### config.mk
export PLATFORM = sky130hd
export DESIGN_NAME = board_neighbour_fetch
export DESIGN_NICKNAME = d
export VERILOG_FILES = /design/src/rtl/trax_pkg.sv /design/src/rtl/board_cursor.sv /design/src/rtl/board_neighbour_fetch.sv
export SDC_FILE = /design/constraint.sdc
export NUM_CORES = 1
export LEC_CHECK = 0
export ABC_AREA = 1
export BUFFER_PORTS_ARGS = -buffer_cell sky130_fd_sc_hd__clkbuf_2
export CAP_MARGIN = 20
export CORE_AREA = 5 5 126 128
export CTS_BUF_LIST = sky130_fd_sc_hd__clkbuf_16
export CTS_CLUSTER_DIAMETER = 120
export CTS_CLUSTER_SIZE = 24
export DETAILED_ROUTE_END_ITERATION = 7
export DIE_AREA = 0 0 131 133
export GPL_ROUTABILITY_DRIVEN = 1
export REMOVE_ABC_BUFFERS = 1
export SLEW_MARGIN = 20
export SYNTH_ARGS = -nofsm -noshare
export SYNTH_HDL_FRONTEND = slang
export SYNTH_SLANG_ARGS = --single-unit
### constraint.sdc
create_clock -name clk -period 6.7 [get_ports clk]
set_input_delay 0.67 -clock clk [delete_from_list [all_inputs] [get_ports clk]]
set_output_delay 0.67 -clock clk [all_outputs]
set_load 0.1 [all_outputs]
### src/rtl/trax_pkg.sv
// Shared Trax definitions: cell and tile encodings, board bounds,
// and the state set of the board neighbour fetch FSM.
package trax_pkg;

  // Cell code stored in the board RAM; zero means no tile placed.
  localparam logic [2:0] EMPTY = 3'b000;

  // Tile shapes.
  localparam logic [1:0] TILE_PLUS   = 2'b01;
  localparam logic [1:0] TILE_SLASH  = 2'b10;
  localparam logic [1:0] TILE_BSLASH = 2'b11;

  // Track colours.
  localparam logic COLOUR_WHITE = 1'b0;
  localparam logic COLOUR_RED   = 1'b1;

  // Board bounds and move list depth.
  localparam int MAX_ROW         = 50;
  localparam int MAX_COL         = 50;
  localparam int MAX_VALID_MOVES = 203;

  typedef enum logic [3:0] {
    S_IDLE,
    S_RC,
    S_RU,
    S_RD,
    S_RL,
    S_RR,
    S_CAP,
    S_EMIT,
    S_NEXT,
    S_DONE
  } fetch_state_t;

  // Clamp a requested board dimension to the hardware bound.
  function automatic logic [9:0] clamp_dim(
    input logic [9:0] v,
    input logic [9:0] lim
  );
    return (v > lim) ? lim : v;
  endfunction

endpackage

### src/rtl/board_cursor.sv
// Row-major (row, col) walker over an m_eff x n_eff board.
// Ports: i_load latches dims and zeroes the cursor; i_adv steps it;
// o_row/o_col position; edge flags for neighbour range; o_last on
// the final cell (cursor does not move past it).
module board_cursor (
  input  logic       clk,
  input  logic       rst,
  input  logic       i_load,
  input  logic       i_adv,
  input  logic [9:0] i_m_eff,
  input  logic [9:0] i_n_eff,
  output logic [9:0] o_row,
  output logic [9:0] o_col,
  output logic       o_row_first,
  output logic       o_row_last,
  output logic       o_col_first,
  output logic       o_col_last,
  output logic       o_last
);

  logic [9:0] r_row;
  logic [9:0] r_col;
  logic [9:0] r_m_eff;
  logic [9:0] r_n_eff;

  assign o_row       = r_row;
  assign o_col       = r_col;
  assign o_row_first = (r_row == 10'd0);
  assign o_col_first = (r_col == 10'd0);
  assign o_row_last  = (r_row == r_n_eff - 10'd1);
  assign o_col_last  = (r_col == r_m_eff - 10'd1);
  assign o_last      = o_row_last && o_col_last;

  always_ff @(posedge clk or posedge rst) begin
    if (rst) begin
      r_row   <= '0;
      r_col   <= '0;
      r_m_eff <= '0;
      r_n_eff <= '0;
    end else if (i_load) begin
      r_row   <= '0;
      r_col   <= '0;
      r_m_eff <= i_m_eff;
      r_n_eff <= i_n_eff;
    end else if (i_adv && !o_last) begin
      if (o_col_last) begin
        r_col <= '0;
        r_row <= r_row + 10'd1;
      end else begin
        r_col <= r_col + 10'd1;
      end
    end
  end

endmodule

### src/rtl/board_neighbour_fetch.sv
// Scans the board row-major, reading each cell and its in-range
// neighbours, and presents empty cells that touch a placed tile.
// Ports: clk/rst; start,m,n scan request; rd_* board RAM read port
// (data one cycle after rd_en); cell_valid/cell_ready handshake with
// r,c and up/right/down/left codes; busy, done pulse, emit_count.
module board_neighbour_fetch #(
  parameter int MAX_ROW = 50,
  parameter int MAX_COL = 50,
  parameter int CNT_W   = 12
) (
  input  logic             clk,
  input  logic             rst,
  input  logic             start,
  input  logic [9:0]       m,
  input  logic [9:0]       n,
  output logic             rd_en,
  output logic [9:0]       rd_row,
  output logic [9:0]       rd_col,
  input  logic [2:0]       rd_data,
  output logic             cell_valid,
  input  logic             cell_ready,
  output logic [9:0]       r,
  output logic [9:0]       c,
  output logic [2:0]       up_cell,
  output logic [2:0]       right_cell,
  output logic [2:0]       down_cell,
  output logic [2:0]       left_cell,
  output logic             busy,
  output logic             done,
  output logic [CNT_W-1:0] emit_count
);

  import trax_pkg::*;

  fetch_state_t     r_state;
  logic             r_valid;
  logic             r_busy;
  logic             r_done;
  logic [2:0]       r_up;
  logic [2:0]       r_right;
  logic [2:0]       r_down;
  logic [2:0]       r_left;
  logic [CNT_W-1:0] r_cnt;
  logic [9:0]       r_row_q;
  logic [9:0]       r_col_q;

  logic [9:0] w_m_eff;
  logic [9:0] w_n_eff;
  logic       w_load;
  logic       w_adv;
  logic [9:0] w_r;
  logic [9:0] w_c;
  logic       w_row_first;
  logic       w_row_last;
  logic       w_col_first;
  logic       w_col_last;
  logic       w_last;
  logic       w_centre_empty;
  logic [2:0] w_right;
  logic       w_rd_en;
  logic [9:0] w_row;
  logic [9:0] w_col;

  assign w_m_eff = clamp_dim(m, 10'(MAX_COL));
  assign w_n_eff = clamp_dim(n, 10'(MAX_ROW));
  assign w_load  = (r_state == S_IDLE) && start;
  assign w_adv   = (r_state == S_NEXT);

  board_cursor u_cursor (
    .clk         (clk),
    .rst         (rst),
    .i_load      (w_load),
    .i_adv       (w_adv),
    .i_m_eff     (w_m_eff),
    .i_n_eff     (w_n_eff),
    .o_row       (w_r),
    .o_col       (w_c),
    .o_row_first (w_row_first),
    .o_row_last  (w_row_last),
    .o_col_first (w_col_first),
    .o_col_last  (w_col_last),
    .o_last      (w_last)
  );

  assign w_centre_empty = (rd_data == EMPTY);
  assign w_right        = w_col_last ? EMPTY : rd_data;

  // The read strobe in RU depends on the centre code arriving that
  // same cycle, so the read port is decoded from state rather than
  // registered; an occupied centre then costs no extra reads.
  always_comb begin
    w_rd_en = 1'b0;
    w_row   = w_r;
    w_col   = w_c;
    unique case (r_state)
      S_RC: w_rd_en = 1'b1;
      S_RU: begin
        w_rd_en = w_centre_empty && !w_row_first;
        w_row   = w_r - 10'd1;
      end
      S_RD: begin
        w_rd_en = !w_row_last;
        w_row   = w_r + 10'd1;
      end
      S_RL: begin
        w_rd_en = !w_col_first;
        w_col   = w_c - 10'd1;
      end
      S_RR: begin
        w_rd_en = !w_col_last;
        w_col   = w_c + 10'd1;
      end
      default: ;
    endcase
  end

  assign rd_en  = w_rd_en;
  assign rd_row = w_rd_en ? w_row : r_row_q;
  assign rd_col = w_rd_en ? w_col : r_col_q;

  always_ff @(posedge clk or posedge rst) begin
    if (rst) begin
      r_row_q <= '0;
      r_col_q <= '0;
    end else begin
      r_row_q <= rd_row;
      r_col_q <= rd_col;
    end
  end

  always_ff @(posedge clk or posedge rst) begin
    if (rst) begin
      r_state <= S_IDLE;
      r_valid <= 1'b0;
      r_busy  <= 1'b0;
      r_done  <= 1'b0;
      r_up    <= EMPTY;
      r_right <= EMPTY;
      r_down  <= EMPTY;
      r_left  <= EMPTY;
      r_cnt   <= '0;
    end else begin
      r_done <= 1'b0;
      unique case (r_state)
        S_IDLE: begin
          if (start) begin
            r_cnt  <= '0;
            r_busy <= 1'b1;
            if (w_m_eff == 10'd0 || w_n_eff == 10'd0) begin
              r_state <= S_DONE;
              r_done  <= 1'b1;
            end else begin
              r_state <= S_RC;
            end
          end
        end
        S_RC: r_state <= S_RU;
        S_RU: r_state <= w_centre_empty ? S_RD : S_NEXT;
        S_RD: begin
          r_up    <= w_row_first ? EMPTY : rd_data;
          r_state <= S_RL;
        end
        S_RL: begin
          r_down  <= w_row_last ? EMPTY : rd_data;
          r_state <= S_RR;
        end
        S_RR: begin
          r_left  <= w_col_first ? EMPTY : rd_data;
          r_state <= S_CAP;
        end
        S_CAP: begin
          r_right <= w_right;
          if ((r_up | r_down | r_left | w_right) == EMPTY) begin
            r_state <= S_NEXT;
          end else begin
            r_state <= S_EMIT;
            r_valid <= 1'b1;
          end
        end
        S_EMIT: begin
          if (r_valid && cell_ready) begin
            r_valid <= 1'b0;
            r_state <= S_NEXT;
            if (r_cnt != '1) r_cnt <= r_cnt + 1'b1;
          end
        end
        S_NEXT: begin
          if (w_last) begin
            r_state <= S_DONE;
            r_done  <= 1'b1;
          end else begin
            r_state <= S_RC;
          end
        end
        S_DONE: begin
          r_state <= S_IDLE;
          r_busy  <= 1'b0;
        end
        default: r_state <= S_IDLE;
      endcase
    end
  end

  assign cell_valid = r_valid;
  assign busy       = r_busy;
  assign done       = r_done;
  assign r          = w_r;
  assign c          = w_c;
  assign up_cell    = r_up;
  assign right_cell = r_right;
  assign down_cell  = r_down;
  assign left_cell  = r_left;
  assign emit_count = r_cnt;

endmodule

==> impl_results.md, run 1 <==
* Status: completed
* Post-Route WL at 17200 um
* CTS max path bufs at 2
* Switching Fraction at 0.616
* Drt drc at 0
* CTS root buffer: clkbuf_16
* TritonCTS Buffers at 9
* Hpwl dp at 12700 um
* Pint at 1300 uW
* Worst R2R Path Depth at 13
* Initial Utilization at 0.414
* Clock-pin slew on the worst setup and hold paths at 0.06 ns
* First drt pass iteration count at 5
* Critical path startpoint category: register
* Cells after Synth at 878
* TritonCTS clock tree: built
* Sequential share of the synthesized area at 0.373
* Crit path max fanout at 21
* Achievable Freq at 0.210 GHz
* Final Hold Vio Count at 0
* Clock share of power at 0.136
* Routability congestion estimate from global placement at 0.884
* GRT overflow at 0
* Storage element area at 2280 um^2
* DRT antenna net count at 0
* Ant diodes at 0
* Synth-to-Final Area Change at 13.3%
* DR WL/cell at 14.9 um
* # IOs at 95
* Critical Path RT at 6.03 ns
* Initial antenna violation count at 0
* Fin Setup TNS at 0 ns
* Register-to-register setup slack at 3.22 ns
* Fin. max-slew vios at 0
* Final critical-path share of the clock period at 0.710
* Vias in the first global route at 5596
* Crit Reg-Reg Startpoint: u_cursor.r_m_eff[0]
* Die Wd at 131 um
* Number of synthesized register bits at 91
* CP endpoint kind: output port
* Critical Path AT at 4.09 ns
* RSZ-0062 raised after global routing: false
* Comb pwr share at 0.639
* Switching pwr at 2080 uW
* Peak supply drop at 440 uV
* CP Class: register to output port
* Fillers at 1573
* Worst-Margin Slew at 0.912 ns
* Total Die Area at 17400 um^2
* Final nets at 990
* Via count at 5905
* Rows at 45
* Cts repair resizes at 0
* Number of H-tree levels at 3
* Hold Buf Count CTS at 0
* GRT Util Overall at 0.201
* Max-cap violation count at 0
* Worst hold slack at 0.210 ns
* Reg power frac at 0.225
* Area occupied by multi-input gates at 3200 um^2
* Synthesized area at 6100 um^2
* Synth Area per Inst at 6.95 um^2
* Largest net degree at the start of global routing at 80
* Core area at 14800 um^2
* First-pass GRT wire length at 28000 um
* Die H at 133 um
* Skew final at 0.00702 ns
* DR iter-0 viols at 350
* Sink Count at 91
* Tmin final at 4.76 ns
* Relative slew slack at 0.390
* Final setup vio count at 0
* Postcts setup bufs at 0
* Tightest Hold Check Type: input port to asynchronous set/reset pin
* Pleak at 0.00363 uW
* Power Density at 489 nW/um^2
* Share of cells above drive strength 1 at 0.149
* Vias per inst at 5.14
* Yosys warning count at 0
* Post-synth cell types at 47
* Port bufs at 94
* Reg2reg end: r_col_q[8]
* Clk Latency, worst-skew pair at 0.35 ns
==> sequential cells by signal (all words and copies together), names as in the netlist, 3 cells and up <==
| signal | count |
|---|---|
| emit_count | 12 |
| r_col_q | 10 |
| r_row_q | 10 |
| u_cursor.o_col | 10 |
| u_cursor.o_row | 10 |
| u_cursor.r_m_eff | 10 |
| u_cursor.r_n_eff | 10 |
| r_state | 4 |
| down_cell | 3 |
| left_cell | 3 |
| right_cell | 3 |
| up_cell | 3 |
==> layout make-up <==
class                      count  share of cell area
multi-input combinational    637               0.463
sequential                    91               0.329
timing repair buffer          96              0.0707
inverter                     121              0.0666
tap                          188              0.0340
clock buffer                   9              0.0326
clock inverter                 6             0.00398
==> power by group through the flow <==
| stage | Clock, uW | Combinational [uW] | Sequential (uW) |
|---|---|---|---|
| final | 461 | 2160 | 761 |
| after global routing | 496 | 2330 | 776 |
| after CTS | 475 | 2180 | 761 |
| after detailed placement | 0 | 2170 | 770 |
| after global placement | 0 | 2160 | 771 |
| after floorplan | 0 | 1430 | 1070 |
==> cells in the mapped netlist, drive strengths merged <==
cell	count	area, um^2
o211ai	1	7.51
nand2	253	967
o21a	2	15.0
nand4	30	188
o32a	1	10.0
nor3b	2	15.0
clkbuf	8	31.3
o31ai	2	15.0
a21boi	1	7.51
mux2i	3	30.0
nor2	93	379
o21bai	1	7.51
o22ai	6	37.5
inv	121	459
and2	1	6.26
xor2	23	201
buf	21	143
nand3	98	510
nor3	19	128
dfrtp	91	2280
o221ai	3	26.3
ha	7	87.6
nor4	9	56.3
o21ai	43	223
a31oi	1	21.3
nand3b	4	30.0
a22oi	5	37.5
o311ai	1	8.76
or2	4	25.0
a21oi	19	106
a221o	1	10.0
xnor2	4	35.0
==> critical path, cell delays in order, from the launching register on <==
cell and delay (ns):
dfrtp_1 0.38, inv_1 0.15, ha_1 0.21, nand2_1 0.12
nor2_2 0.19, nand3_1 0.09, nand2_1 0.09, nand2_1 0.05
nor2_1 0.12, nand3_2 0.32, nand2_1 0.76, nand3_2 0.56
nand2_1 0.21, nand2_1 0.09, clkbuf_2 0.37
==> kinds of logic (layout without fill, tap and decap cells) <==
family	Yosys count	after routing	synth area share
muxes	3	3	0.00492
AOI/OAI and AO/OA	87	87	0.0874
xor gates and xnor gates	27	27	0.0388
and+or+nand+nor	513	513	0.378
adders and majority gates	7	7	0.0144
DFF	91	91	0.373
buffers and inverters	150	232	0.104
==> metal layers <==
metal	vias to the layer above	part of all wire	track usage
met5	-	0	0
met4	0	0.016	0.0480
met3	21	0.045	0.0436
met2	135	0.47	0.321
met1	2745	0.46	0.277
li1	3004	-	-
==> metrics by stage <==
step	instances	total power [uW]	worst slack, ns	util	area (um^2)
floorplan	849	2500	2.17	-	5930
global placement	1133	2930	2.33	0.451	6660
detailed placement	1133	2940	2.28	0.451	6660
CTS	1148	3410	1.90	0.468	6910
global route	1148	3600	1.52	0.469	6920
finish	1148	3380	1.94	0.469	6920
==> worst max path at each step <==
stage / slack [ns] / to / cells past startpoint / from
after floorplan: 2.17 / rd_col[0] / 13 / u_cursor.o_col[6]
after global placement: 2.33 / rd_col[4] / 10 / r_state[2]
after detailed placement: 2.28 / rd_row[2] / 10 / r_state[2]
after CTS: 1.90 / rd_col[8] / 10 / r_state[2]
after global routing: 1.52 / rd_col[8] / 14 / u_cursor.r_m_eff[0]
final: 1.94 / rd_col[8] / 14 / u_cursor.r_m_eff[0]
==> layout by cell type, fill, tap and decap left out, drive strengths merged, types with 19 or more instances in the layout <==
master,n
nand4,30
inv,123
nor2,93
o21ai,43
nand2,253
nor3,19
dfrtp,91
a21oi,19
clkbuf,103
xor2,23
nand3,98
Power figures use the tool's default switching activity.
==> inputs of run 2 (changes only) <==
==> constraint.sdc (replaced) <==
create_clock -name clk -period 4.1 [get_ports clk]
set_input_delay 0.41 -clock clk [delete_from_list [all_inputs] [get_ports clk]]
set_output_delay 0.41 -clock clk [all_outputs]
set_load 0.1 [all_outputs]
==> impl_results.md, run 2 (synthesis results as in run 1) <==
* Status: complete, but fails checks
* Violated checks: hold timing
* Peak supply drop at 612 uV
* Rows at 45
* Achievable Freq at 0.270 GHz
* First drt pass iteration count at 4
* Post-Route WL at 17100 um
* Number of flip-flops in the largest register at 12
* Critical Path RT at 3.69 ns
* Crit path max fanout at 21
* Initial Utilization at 0.414
* Worst-Margin Slew at 0.923 ns
* Critical Path AT at 3.29 ns
* Final critical-path share of the clock period at 0.902
* Critical path startpoint category: register
* Clk Latency, worst-skew pair at 0.36 ns
* Total Die Area at 17400 um^2
* Crit Reg-Reg Startpoint: u_cursor.o_row[1]
* Ant diodes at 0
* Fin Setup TNS at 0 ns
* Tmin final at 3.70 ns
* Skew final at 0.0141 ns
* TritonCTS Buffers at 9
* Pleak at 0.00377 uW
* Fillers at 1527
* Postcts setup bufs at 0
* DRT antenna net count at 0
* Tightest Hold Check Type: input port to asynchronous set/reset pin
* Final WS setup at 0.400 ns
* Vias in the first global route at 5502
* # IOs at 95
* Drt drc at 0
* Core area at 14800 um^2
* Worst setup startpoint: u_cursor.o_row[1]
* Most frequent cells in the layout: 250 x nand2_1, 115 x inv_1, 94 x nand3_1, 91 x dfrtp_1, 85 x nor2_1
* Vias per inst at 5.10
* First-pass GRT wire length at 28000 um
* Number of H-tree levels at 3
* DR iter-0 viols at 432
* CP Class: register to output port
* Max-cap violation count at 0
* Reg2reg end: r_row_q[2]
* Cts repair resizes at 0
* Commonest non-fill, non-tap cell in the layout: nand2_1
* Initial antenna violation count at 0
* Via count at 5906
* Switching pwr at 3500 uW
* GRT overflow at 0
* Register-to-register setup slack at 1.22 ns
* RSZ-0062 raised after global routing: false
* CTS root buffer: clkbuf_16
* DR WL/cell at 14.8 um
* Routability congestion estimate from global placement at 0.901
* Switching Fraction at 0.567
* Fin. max-slew vios at 0
* GRT Util Overall at 0.201
* Relative slew slack at 0.385
* Reg power frac at 0.201
* DP Worst Slack at 0.808 ns
* Die H at 133 um
* Die Wd at 131 um
* Hpwl dp at 12700 um
* Final setup vio count at 0
* Largest net degree at the start of global routing at 72
* Comb pwr share at 0.651
* CTS max path bufs at 2
* Worst R2R Path Depth at 13
* Pint at 2670 uW
* TritonCTS clock tree: built
* Synth-to-Final Area Change at 20.3%
* CP endpoint kind: output port
* Hold Buf Count CTS at 0
* Share of cells above drive strength 1 at 0.159
* Clock share of power at 0.148
* Sink Count at 91
* Final Hold Vio Count at 8
* Worst hold slack at -0.00824 ns
* Power Density at 841 nW/um^2
* Clock-pin slew on the worst setup and hold paths at 0.07 ns
* Final nets at 999
* Port bufs at 94
==> run 2: cell types whose count changed in the layout (fill, tap and decap cells not counted), sizes merged <==
cell      change
clkbuf       -20
bufinv        +2
clkinv        -1
inv           -1
buf          +29
clkinvlp      +1
==> run 2: how the worst max path moves through the flow <==
stage	end	slack [ns]	cells after the start
2_1_floorplan	rd_col[0]	-0.17	13
3_3_place_gp	rd_en	0.81	12
3_5_place_dp	rd_en	0.81	12
4_1_cts	rd_en	0.40	12
5_1_grt	rd_col[2]	0.18	14
6_report	rd_en	0.40	12
==> run 2: through the flow <==
step,util,area (um^2),cells,power (uW),hold WS [ns]
final,0.498,7340,1158,6180,-0.00824
after global routing,0.498,7340,1158,6530,0.0288
after CTS,0.498,7340,1158,6210,0.00746
after detailed placement,0.476,7020,1142,5290,0.388
after global placement,0.476,7020,1142,5290,0.381
after floorplan,-,5930,849,4090,0.458
==> run 2: power groups by stage <==
stage	combinational, uW	sequential [uW]	clock [uW]
2_1_floorplan	2330	1750	0
3_3_place_gp	4030	1260	0
3_5_place_dp	4030	1260	0
4_1_cts	4040	1240	926
5_1_grt	4300	1270	965
6_report	4020	1240	913
==> run 2: layer usage <==
layer	vias up	GRT usage	part of all wire
met5	-	0	0
met4	0	0.0617	0.016
met3	19	0.0266	0.045
met2	139	0.319	0.47
met1	2724	0.283	0.47
li1	3024	-	-
==> run 2: worst max-delay path: stages (launching register included) <==
cell      delay, ns
dfrtp_1        0.48
inv_1          0.20
ha_1           0.20
inv_1          0.06
nor3_2         0.12
nand2_1        0.13
nor3_2         0.19
nand3_1        0.27
nand2_1        0.13
nand2_1        0.09
a21oi_4        0.13
nand3_2        0.40
clkbuf_2       0.52
==> run 2: cell type report <==
class                   count  area (um^2)  area share
inverters                 121          460      0.0627
clock inverters             7         91.3      0.0124
clock buffers               9          225      0.0307
repair buffers            105          853       0.116
multi-input cells         637         3200       0.436
well taps                 188          235      0.0320
flip-flops and latches     91         2280       0.310
